[src/rtl/seq_pattern_detector.sv]
// rtl/seq_pattern_detector.sv - dual programmable-pattern serial detector
// Sticky or pulse flags, optional overlap, saturating match counter.
module seq_pattern_detector #(
  parameter int PW = 4,
  parameter int CW = 8
) (
  input  logic          clk,
  input  logic          init_n,
  input  logic          en,
  input  logic          x,
  input  logic [PW-1:0] pat_a,
  input  logic [PW-1:0] pat_b,
  input  logic          sticky,
  input  logic          overlap,
  output logic          za,
  output logic          zb,
  output logic          z,
  output logic [CW-1:0] match_cnt
);

  localparam int            FW        = $clog2(PW + 1);
  localparam logic [FW-1:0] FILL_FULL = FW'(PW);

  logic [PW-1:0] hist_q, hist_d;
  logic [FW-1:0] fill_q, fill_d, fill_nx;
  logic          za_q, za_d;
  logic          zb_q, zb_d;
  logic          z_q;
  logic [CW-1:0] cnt_q, cnt_d;
  logic          ma, mb;

  always_comb begin
    hist_d  = hist_q;
    fill_d  = fill_q;
    fill_nx = fill_q;
    ma      = 1'b0;
    mb      = 1'b0;
    if (en) begin
      hist_d  = {hist_q[PW-2:0], x};
      fill_nx = (fill_q == FILL_FULL) ? fill_q : fill_q + 1'b1;
      // fill gating keeps the all-zero reset history from ever matching
      ma      = (fill_nx == FILL_FULL) && (hist_d == pat_a);
      mb      = (fill_nx == FILL_FULL) && (hist_d == pat_b);
      fill_d  = (!overlap && (ma || mb)) ? '0 : fill_nx;
    end
    za_d  = sticky ? (za_q | ma) : ma;
    zb_d  = sticky ? (zb_q | mb) : mb;
    cnt_d = cnt_q;
    if ((ma || mb) && (cnt_q != {CW{1'b1}})) begin
      cnt_d = cnt_q + 1'b1;
    end
  end

  always_ff @(posedge clk) begin
    if (!init_n) begin
      hist_q <= '0;
      fill_q <= '0;
      za_q   <= 1'b0;
      zb_q   <= 1'b0;
      z_q    <= 1'b0;
      cnt_q  <= '0;
    end else begin
      hist_q <= hist_d;
      fill_q <= fill_d;
      za_q   <= za_d;
      zb_q   <= zb_d;
      z_q    <= za_d | zb_d;
      cnt_q  <= cnt_d;
    end
  end

  assign za        = za_q;
  assign zb        = zb_q;
  assign z         = z_q;
  assign match_cnt = cnt_q;

endmodule

[config.mk]
export PLATFORM = sky130hd
export DESIGN_NAME = seq_pattern_detector
export DESIGN_NICKNAME = d
export VERILOG_FILES = /design/src/rtl/seq_pattern_detector.sv
export SDC_FILE = /design/constraint.sdc
export NUM_CORES = 1
export LEC_CHECK = 0
export CORE_MARGIN = 3
export CORE_UTILIZATION = 35
export CTS_BUF_LIST = sky130_fd_sc_hd__clkbuf_8
export DETAILED_ROUTE_END_ITERATION = 8
export SYNTH_ARGS = -nofsm -noshare
export SYNTH_HDL_FRONTEND = slang
export SYNTH_SLANG_ARGS = --single-unit
[constraint.sdc]
create_clock -name clk -period 2.1 [get_ports clk]
set_clock_uncertainty 0.05 [all_clocks]
set_input_delay 0.42 -clock clk [delete_from_list [all_inputs] [get_ports clk]]
set_output_delay 0.42 -clock clk [all_outputs]
set_load 0.03 [all_outputs]
==> results by group, run 1 <==
Clock tree
  – Root Buffer: clkbuf_8
  – Worst-Skew Late Latency: 0.25 ns
  – Clk buf depth: 2
  – Cts hold-fix bufs: 0
  – Inserted Clock Buffers: 3
  – CTS Sinks: 17
  – CTS tree: built
  – CTS H-Tree Depth: 1
  – Clk slew on worst S/H paths: 0.06 ns

Pwr
  – Pwr dens: 497 nW/um^2
  – VDD IR max: 484 uV
  – Static leakage: 0.528 nW
  – Total power: 0.000713 W

STA
  – Fin. Hold Viols: 0
  – Max frequency: 497 MHz
  – Worst hold slack: 0.458 ns
  – Slew Limit Fails: 0
  – Slew at the pin closest to its max-slew limit: 0.427 ns
  – Final min period: 2.01 ns
  – Max-slew headroom: 0.713
  – # setup viols final: 0
  – RSZ-0062 raised after global routing: true
  – Setup_tns: 0 ns
  – Final worst-path cycle share: 0.958

Critical path
  – Worst-path fanout max: 5
  – Max stage delay cell, worst path: or4_4
  – CP startpoint kind: primary input
  – CP Class: in -> reg
  – CP Cell Sequence: clkdlybuf4s50_1, xor2_2, nor4_4, o211ai_2, or4_4, a21oi_2
  – Critical path arrival: 2.15 ns
  – CP required: 2.24 ns
  – Crit path buf inv count: 1
  – Worst path top cell family by delay: simple AND/OR/NAND/NOR gates
  – Crit path capture type: register
  – Critical Path Max Stage Delay: 0.50 ns

Global route
  – GRT Overall Usage: 0.138
  – Largest net degree at the start of global routing: 10
  – Vias in the first global route: 863
  – First-pass GRT wire length: 3530 um
  – Initial antenna violation count: 0
  – GR Overflow Total: 0

Route
  – Final wirelength: 2250 um
  – DR iter-0 viols: 17
  – DRC: 0
  – WL/cell: 13.6 um
  – Routed via count: 864
  – Post-route ant nets: 0
  – Vias per cell: 5.24
  – Drt pass-1 iters: 4

Logic synthesis
  – Unique masters post-synth: 35
  – FF+latch count, synth: 17
  – Ys Warns: 0
  – Gate Count Post-Synth: 100
  – Synth Cell Area: 936 um^2
  – Register area share after synthesis: 0.364
  – Synth Net Count: 117
  – Avg Cell Area, Syn: 9.36 um^2

Floorplanning
  – Die width: 57.7 um
  – Core ar.: 2500 um^2
  – Initial Utilization: 0.374
  – Die H: 57.7 um
  – Core Rows: 18
  – IO Count: 25
  – Die area: 3330 um^2

Final layout
  – Antenna diode count: 0
  – Most common cell after layout, fill and taps aside: clkdlybuf4s50_1
  – Final #Nets: 153
  – Layout Utilization: 0.574
  – Fraction of layout instances using a drive strength above 1: 0.252
  – Filler cells: 232
  – Commonest non-fill, non-tap cells in the layout: 23 x clkdlybuf4s50_1, 15 x dfxtp_1, 10 x buf_4
  – Area grow syn2layout: 53.3%
  – Design area: 1440 um^2

Run
  – MaxCap Viol Count: 0

Placed design
  – Placed cell area: 1260 um^2
  – Placed wire-length estimate: 1650 um
  – PortBufs: 24
  – Final GP Congestion: 0.708

Worst hold path
  – Hold Crit Class: reg -> reg

Status
  – Status: finished, final reports clean
==> sequential cells by signal (all words and copies together), names as in the netlist <==
name,cells
za,1
z,1
fill_q,3
match_cnt,8
hist_q,3
zb,1
==> cell type report <==
type,count,area (um^2),share of cell area
clock buffers,3,41.3,0.0288
clock inverters,1,3.75,0.00262
inverters,6,22.5,0.0157
multi-input cells,74,669,0.466
flip-flops and latches,17,343,0.239
well taps,30,37.5,0.0262
repair buffers,34,318,0.221
==> where the power goes <==
| group | switching, W | internal (W) | leakage [nW] |
|---|---|---|---|
| Clock | 0.000111 | 0.000130 | 0.0269 |
| Combinational | 0.0000633 | 0.0000733 | 0.363 |
| Sequential | 0.00000566 | 0.000330 | 0.138 |
| Total | 0.000180 | 0.000533 | 0.528 |
==> routing by layer <==
metal	share of wire	GRT usage	vias up
met5	0	0	-
li1	-	-	431
met2	0.48	0.239	24
met3	0.060	0.0490	4
met1	0.45	0.157	405
met4	0.012	0.0497	0
==> cell usage after synthesis, drive strengths merged <==
library cell / n / area share
mux2i: 6 / 0.064
a21oi: 4 / 0.021
nand2b: 2 / 0.013
a211o: 1 / 0.0094
o211ai: 3 / 0.029
a41o: 1 / 0.011
o41ai: 1 / 0.0094
nor4bb: 2 / 0.021
o311a: 1 / 0.012
nor2: 10 / 0.040
clkbuf: 1 / 0.0040
nor4: 2 / 0.045
nor4b: 1 / 0.0094
nor3: 1 / 0.0053
o31ai: 3 / 0.024
o21bai: 1 / 0.0080
nand3: 3 / 0.016
and3: 2 / 0.013
clkinv: 1 / 0.0040
nand2: 8 / 0.032
inv: 5 / 0.020
xor2: 8 / 0.075
or3: 1 / 0.0067
a32o: 2 / 0.021
xnor2: 1 / 0.0094
o21ai: 1 / 0.0053
a2111oi: 1 / 0.0094
or4: 3 / 0.024
a21boi: 1 / 0.0080
ha: 3 / 0.040
buf: 2 / 0.017
nand4: 1 / 0.0067
dfxtp: 17 / 0.36
==> tightest hold or removal path, delay by kind of cell (launching register included) <==
kind | cells | cell delay (ns)
flops | 1 | 0.34
compound gates | 2 | 0.12
==> worst paths after layout <==
check | start | endpoint | slack [ns] | cells after the start
hold / removal | match_cnt[5] | match_cnt[5] | 0.46 | 2
setup / recovery | pat_a[2] | match_cnt[5] | 0.09 | 6
hold reg to reg | match_cnt[5] | match_cnt[5] | 0.46 | 2
setup reg to reg | fill_q[0] | match_cnt[5] | 0.11 | 7
==> metrics by stage <==
stage,instances,setup slack [ns]
floorplan,100,0.00542
global placement,160,-0.200
detailed placement,160,-0.262
CTS,165,0.0201
global route,165,-0.0123
finish,165,0.0874
==> cell families after synthesis <==
family / share of synthesized area
buffers and inverters: 0.0454
adder cells (fa/ha/maj): 0.0401
AND/OR/NAND/NOR: 0.234
XOR/XNOR: 0.0842
multiplexers: 0.0642
AO/OA/AOI/OAI: 0.168
flip-flops: 0.364
==> what timing repair did <==
action	in CTS	in global routing
setup endpoints to repair	5	9
pin swaps	5	6
setup buffers	1	0
resized for setup	1	21
No activity file was read; power rests on OpenSTA's default activity.
==> run 2: changes to the inputs <==
--- a/config.mk
+++ b/config.mk
@@ -5,9 +5,8 @@
 export SDC_FILE = /design/constraint.sdc
 export NUM_CORES = 1
 export LEC_CHECK = 0
-export CORE_MARGIN = 3
+export CORE_MARGIN = 1.5
 export CORE_UTILIZATION = 35
-export CTS_BUF_LIST = sky130_fd_sc_hd__clkbuf_8
 export DETAILED_ROUTE_END_ITERATION = 8
 export SYNTH_ARGS = -nofsm -noshare
 export SYNTH_HDL_FRONTEND = slang
==> results by group, run 2 (synthesis gave the netlist of run 1 again) <==
Clock tree
  – Clk slew on worst S/H paths: 0.10 ns
  – Cts hold-fix bufs: 0
  – Inserted Clock Buffers: 3
  – CTS tree: built
  – Clk buf depth: 2
  – CTS Sinks: 17
  – CTS H-Tree Depth: 1
  – Root Buffer: clkbuf_4
  – Worst-Skew Late Latency: 0.29 ns

STA
  – Slew Limit Fails: 0
  – Final worst-path cycle share: 0.959
  – Max frequency: 497 MHz
  – Slew at the pin closest to its max-slew limit: 0.429 ns
  – Max-slew headroom: 0.713
  – Fin. Hold Viols: 0
  – Final min period: 2.01 ns
  – # setup viols final: 0
  – RSZ-0062 raised after global routing: true
  – Setup_tns: 0 ns

Floorplanning
  – Initial Utilization: 0.374
  – IO Count: 25
  – Die width: 54.7 um
  – Core ar.: 2500 um^2
  – Die H: 54.7 um
  – Die area: 2990 um^2
  – Core Rows: 18

Final layout
  – Final #Nets: 156
  – Area grow syn2layout: 51.7%
  – Filler cells: 231
  – Most common cell after layout, fill and taps aside: clkdlybuf4s50_1
  – Seq. cell area: 343 um^2
  – Commonest non-fill, non-tap cells in the layout: 24 x clkdlybuf4s50_1, 15 x dfxtp_1, 11 x buf_4
  – Design area: 1420 um^2
  – Fraction of layout instances using a drive strength above 1: 0.268
  – Antenna diode count: 0
  – Layout Utilization: 0.568
  – Area of the multi-input gates: 646 um^2
  – Flip-flop count of the largest register after layout: 8

Critical path
  – CP startpoint kind: register
  – Critical path arrival: 2.20 ns
  – CP required: 2.29 ns
  – Crit path capture type: register
  – Worst-path fanout max: 5
  – CP Class: reg -> reg

Route
  – DR iter-0 viols: 8
  – Drt pass-1 iters: 4
  – DRC: 0
  – Vias per cell: 5.23
  – Routed via count: 879
  – Final wirelength: 2160 um
  – Post-route ant nets: 0
  – WL/cell: 12.8 um

Pwr
  – Static leakage: 0.517 nW
  – Pwr dens: 466 nW/um^2
  – Total power: 0.000662 W
  – VDD IR max: 326 uV

Global route
  – GR Overflow Total: 0
  – GRT Overall Usage: 0.155
  – Largest net degree at the start of global routing: 13
  – First-pass GRT wire length: 3280 um
  – Vias in the first global route: 775
  – Initial antenna violation count: 0

Placed design
  – Final GP Congestion: 0.732
  – Placed cell area: 1260 um^2
  – Placed wire-length estimate: 1610 um
  – PortBufs: 24

Run
  – MaxCap Viol Count: 0

Status
  – Status: finished, final reports clean

Worst hold path
  – Hold Crit Class: reg -> reg
[run 2: worst max-delay path, cell delays in order (launching register included)]
cell      delay (ns)
dfxtp_2         0.35
buf_6           0.12
ha_4            0.16
nor4b_4         0.27
a211o_1         0.21
o211ai_2        0.15
or4_4           0.54
a21oi_2         0.12
[run 2: power breakdown]
part / switching [W] / total [W] / internal (W)
registers: 0.00000685 / 0.000337 / 0.000330
logic: 0.0000624 / 0.000144 / 0.0000815
clock network: 0.000108 / 0.000181 / 0.0000738
[run 2: layer usage]
| metal | share of wire | routed length (um) | up-vias | GRT usage |
|---|---|---|---|---|
| li1 | - | - | 446 | - |
| met1 | 0.46 | 998 | 410 | 0.184 |
| met2 | 0.49 | 1050 | 21 | 0.272 |
| met3 | 0.044 | 95 | 2 | 0.0519 |
| met4 | 0.0060 | 13 | 0 | 0.0250 |
| met5 | 0 | 0 | - | 0 |
[run 2: layout make-up]
| type | instances | share of cell area |
|---|---|---|
| Inverter | 6 | 0.0159 |
| Timing Repair Buffer | 37 | 0.243 |
| Clock buffer | 4 | 0.0185 |
| Multi-Input combinational cell | 74 | 0.455 |
| Tap cell | 30 | 0.0264 |
| Sequential cell | 17 | 0.241 |
[run 2: timing repair]
action,4_1_cts,5_1_grt
endpoints found under the setup margin,6,8
setup buffers,1,3
pin swaps,3,11
gates resized for setup,3,19
[run 2: final timing paths]
| check | to | depth (start not counted) | start | slack (ns) |
|---|---|---|---|---|
| worst max-delay path | match_cnt[2] | 7 | fill_q[1] | 0.09 |
| worst min-delay path | match_cnt[1] | 2 | match_cnt[1] | 0.46 |
| worst max register to register | match_cnt[2] | 7 | fill_q[1] | 0.09 |
| worst min register to register | match_cnt[1] | 2 | match_cnt[1] | 0.46 |
[run 2: through the flow]
stage,hold slack [ns],cells,setup WS (ns)
floorplan,0.446,100,0.00542
finish,0.456,168,0.0865
detailed placement,0.447,160,-0.246
CTS,0.461,165,0.0268
global placement,0.428,160,-0.200
global route,0.488,168,-0.0361
==> run 3: changes to the inputs <==
--- a/config.mk
+++ b/config.mk
@@ -5,9 +5,11 @@
 export SDC_FILE = /design/constraint.sdc
 export NUM_CORES = 1
 export LEC_CHECK = 0
+export CAP_MARGIN = 20
 export CORE_MARGIN = 1.5
-export CORE_UTILIZATION = 35
+export CORE_UTILIZATION = 42
 export DETAILED_ROUTE_END_ITERATION = 8
+export PLACE_DENSITY = 0.74
 export SYNTH_ARGS = -nofsm -noshare
 export SYNTH_HDL_FRONTEND = slang
 export SYNTH_SLANG_ARGS = --single-unit
==> results by group, run 3 (synthesis gave the netlist of run 1 again) <==
STA
  – Final min period: 2.03 ns
  – # setup viols final: 0
  – Slew Limit Fails: 0
  – Fin. Hold Viols: 0
  – Max-slew headroom: 0.731
  – Final worst-path cycle share: 0.968
  – Max frequency: 492 MHz
  – Slew at the pin closest to its max-slew limit: 0.400 ns

Global route
  – Vias in the first global route: 866
  – First-pass GRT wire length: 3460 um
  – Initial antenna violation count: 0
  – GRT Overall Usage: 0.178
  – Largest net degree at the start of global routing: 13
  – GR Overflow Total: 0

Worst hold path
  – Hold Crit Class: reg -> reg

Pwr
  – Total power: 0.000629 W
  – Pwr dens: 456 nW/um^2
  – VDD IR max: 342 uV
  – Static leakage: 0.501 nW

Clock tree
  – Clk buf depth: 2
  – Clk slew on worst S/H paths: 0.09 ns
  – Root Buffer: clkbuf_4
  – Cts hold-fix bufs: 0
  – CTS tree: built
  – CTS Sinks: 17
  – Worst-Skew Late Latency: 0.28 ns
  – Inserted Clock Buffers: 3
  – CTS H-Tree Depth: 1

Floorplanning
  – Die area: 2520 um^2
  – Die width: 50.2 um
  – Initial Utilization: 0.463
  – Core Rows: 16
  – Core ar.: 2020 um^2
  – Die H: 50.2 um
  – IO Count: 25

Run
  – MaxCap Viol Count: 0

Route
  – Post-route ant nets: 0
  – Final wirelength: 2110 um
  – Drt pass-1 iters: 3
  – DRC: 0
  – Routed via count: 867
  – DR iter-0 viols: 13
  – WL/cell: 13.0 um
  – Vias per cell: 5.32

Final layout
  – Final #Nets: 154
  – Commonest non-fill, non-tap cells in the layout: 24 x clkdlybuf4s50_1, 15 x dfxtp_1, 11 x buf_4
  – Design area: 1380 um^2
  – Flip-flop count of the largest register after layout: 8
  – Area of the multi-input gates: 631 um^2
  – Area grow syn2layout: 47.3%
  – Filler cells: 162
  – Seq. cell area: 343 um^2
  – Most common cell after layout, fill and taps aside: clkdlybuf4s50_1
  – Fraction of layout instances using a drive strength above 1: 0.228
  – Antenna diode count: 0

Critical path
  – Worst-path fanout max: 5
  – Critical path arrival: 2.20 ns
  – CP required: 2.27 ns
  – CP Class: in -> reg
  – Crit path capture type: register
  – CP startpoint kind: primary input

Placed design
  – Placed cell area: 1270 um^2
  – Placed wire-length estimate: 1600 um
  – PortBufs: 24
  – Final GP Congestion: 0.764

Status
  – Status: finished, final reports clean
## run 3: routing by layer
metal	vias up	global-route usage	wire, um
li1	438	-	-
met1	410	0.198	954
met2	17	0.325	1070
met3	2	0.0387	70
met4	0	0.0694	14
met5	-	0	0
## run 3: final cells by class
| class | count | share of cell area |
|---|---|---|
| inverter | 6 | 0.0163 |
| tap | 27 | 0.0245 |
| timing repair buffer | 35 | 0.234 |
| multi-input combinational | 74 | 0.457 |
| sequential | 17 | 0.249 |
| clock buffer | 4 | 0.0191 |
## run 3: repair_timing
item,in CTS,in global routing
resized for setup,1,15
setup endpoints to repair,3,9
setup buffers,1,0
pin swaps,1,9
## run 3: critical path, stage by stage
cell,delay (ns)
clkdlybuf4s50_1,0.47
xor2_1,0.21
nor4_4,0.34
o211ai_4,0.13
or4_4,0.50
a21oi_2,0.14
## run 3: path summary, 6_finish.rpt
path	startpoint	to	slack [ns]	cells past startpoint
worst max-delay path	x	match_cnt[2]	0.07	6
worst min-delay path	match_cnt[1]	match_cnt[1]	0.45	2
worst min register to register	match_cnt[1]	match_cnt[1]	0.45	2
worst max register to register	fill_q[0]	match_cnt[2]	0.09	7
## run 3: where the power goes
group	switching, W	internal (W)	leakage (nW)
combinational	0.0000577	0.0000692	0.348
sequential	0.00000525	0.000329	0.138
clock	0.0000941	0.0000737	0.0150
total	0.000157	0.000472	0.501
## run 3: stage by stage
stage	std cells	setup TNS (ns)	util	setup slack (ns)	hold WS [ns]
final	163	0	0.682	0.0680	0.454
after floorplan	100	0	-	0.00542	0.446
after global routing	163	-0.0465	0.682	-0.0167	0.486
after detailed placement	158	-1.90	0.626	-0.275	0.441
after global placement	158	-1.20	0.626	-0.196	0.426
after CTS	163	0	0.646	0.0130	0.453
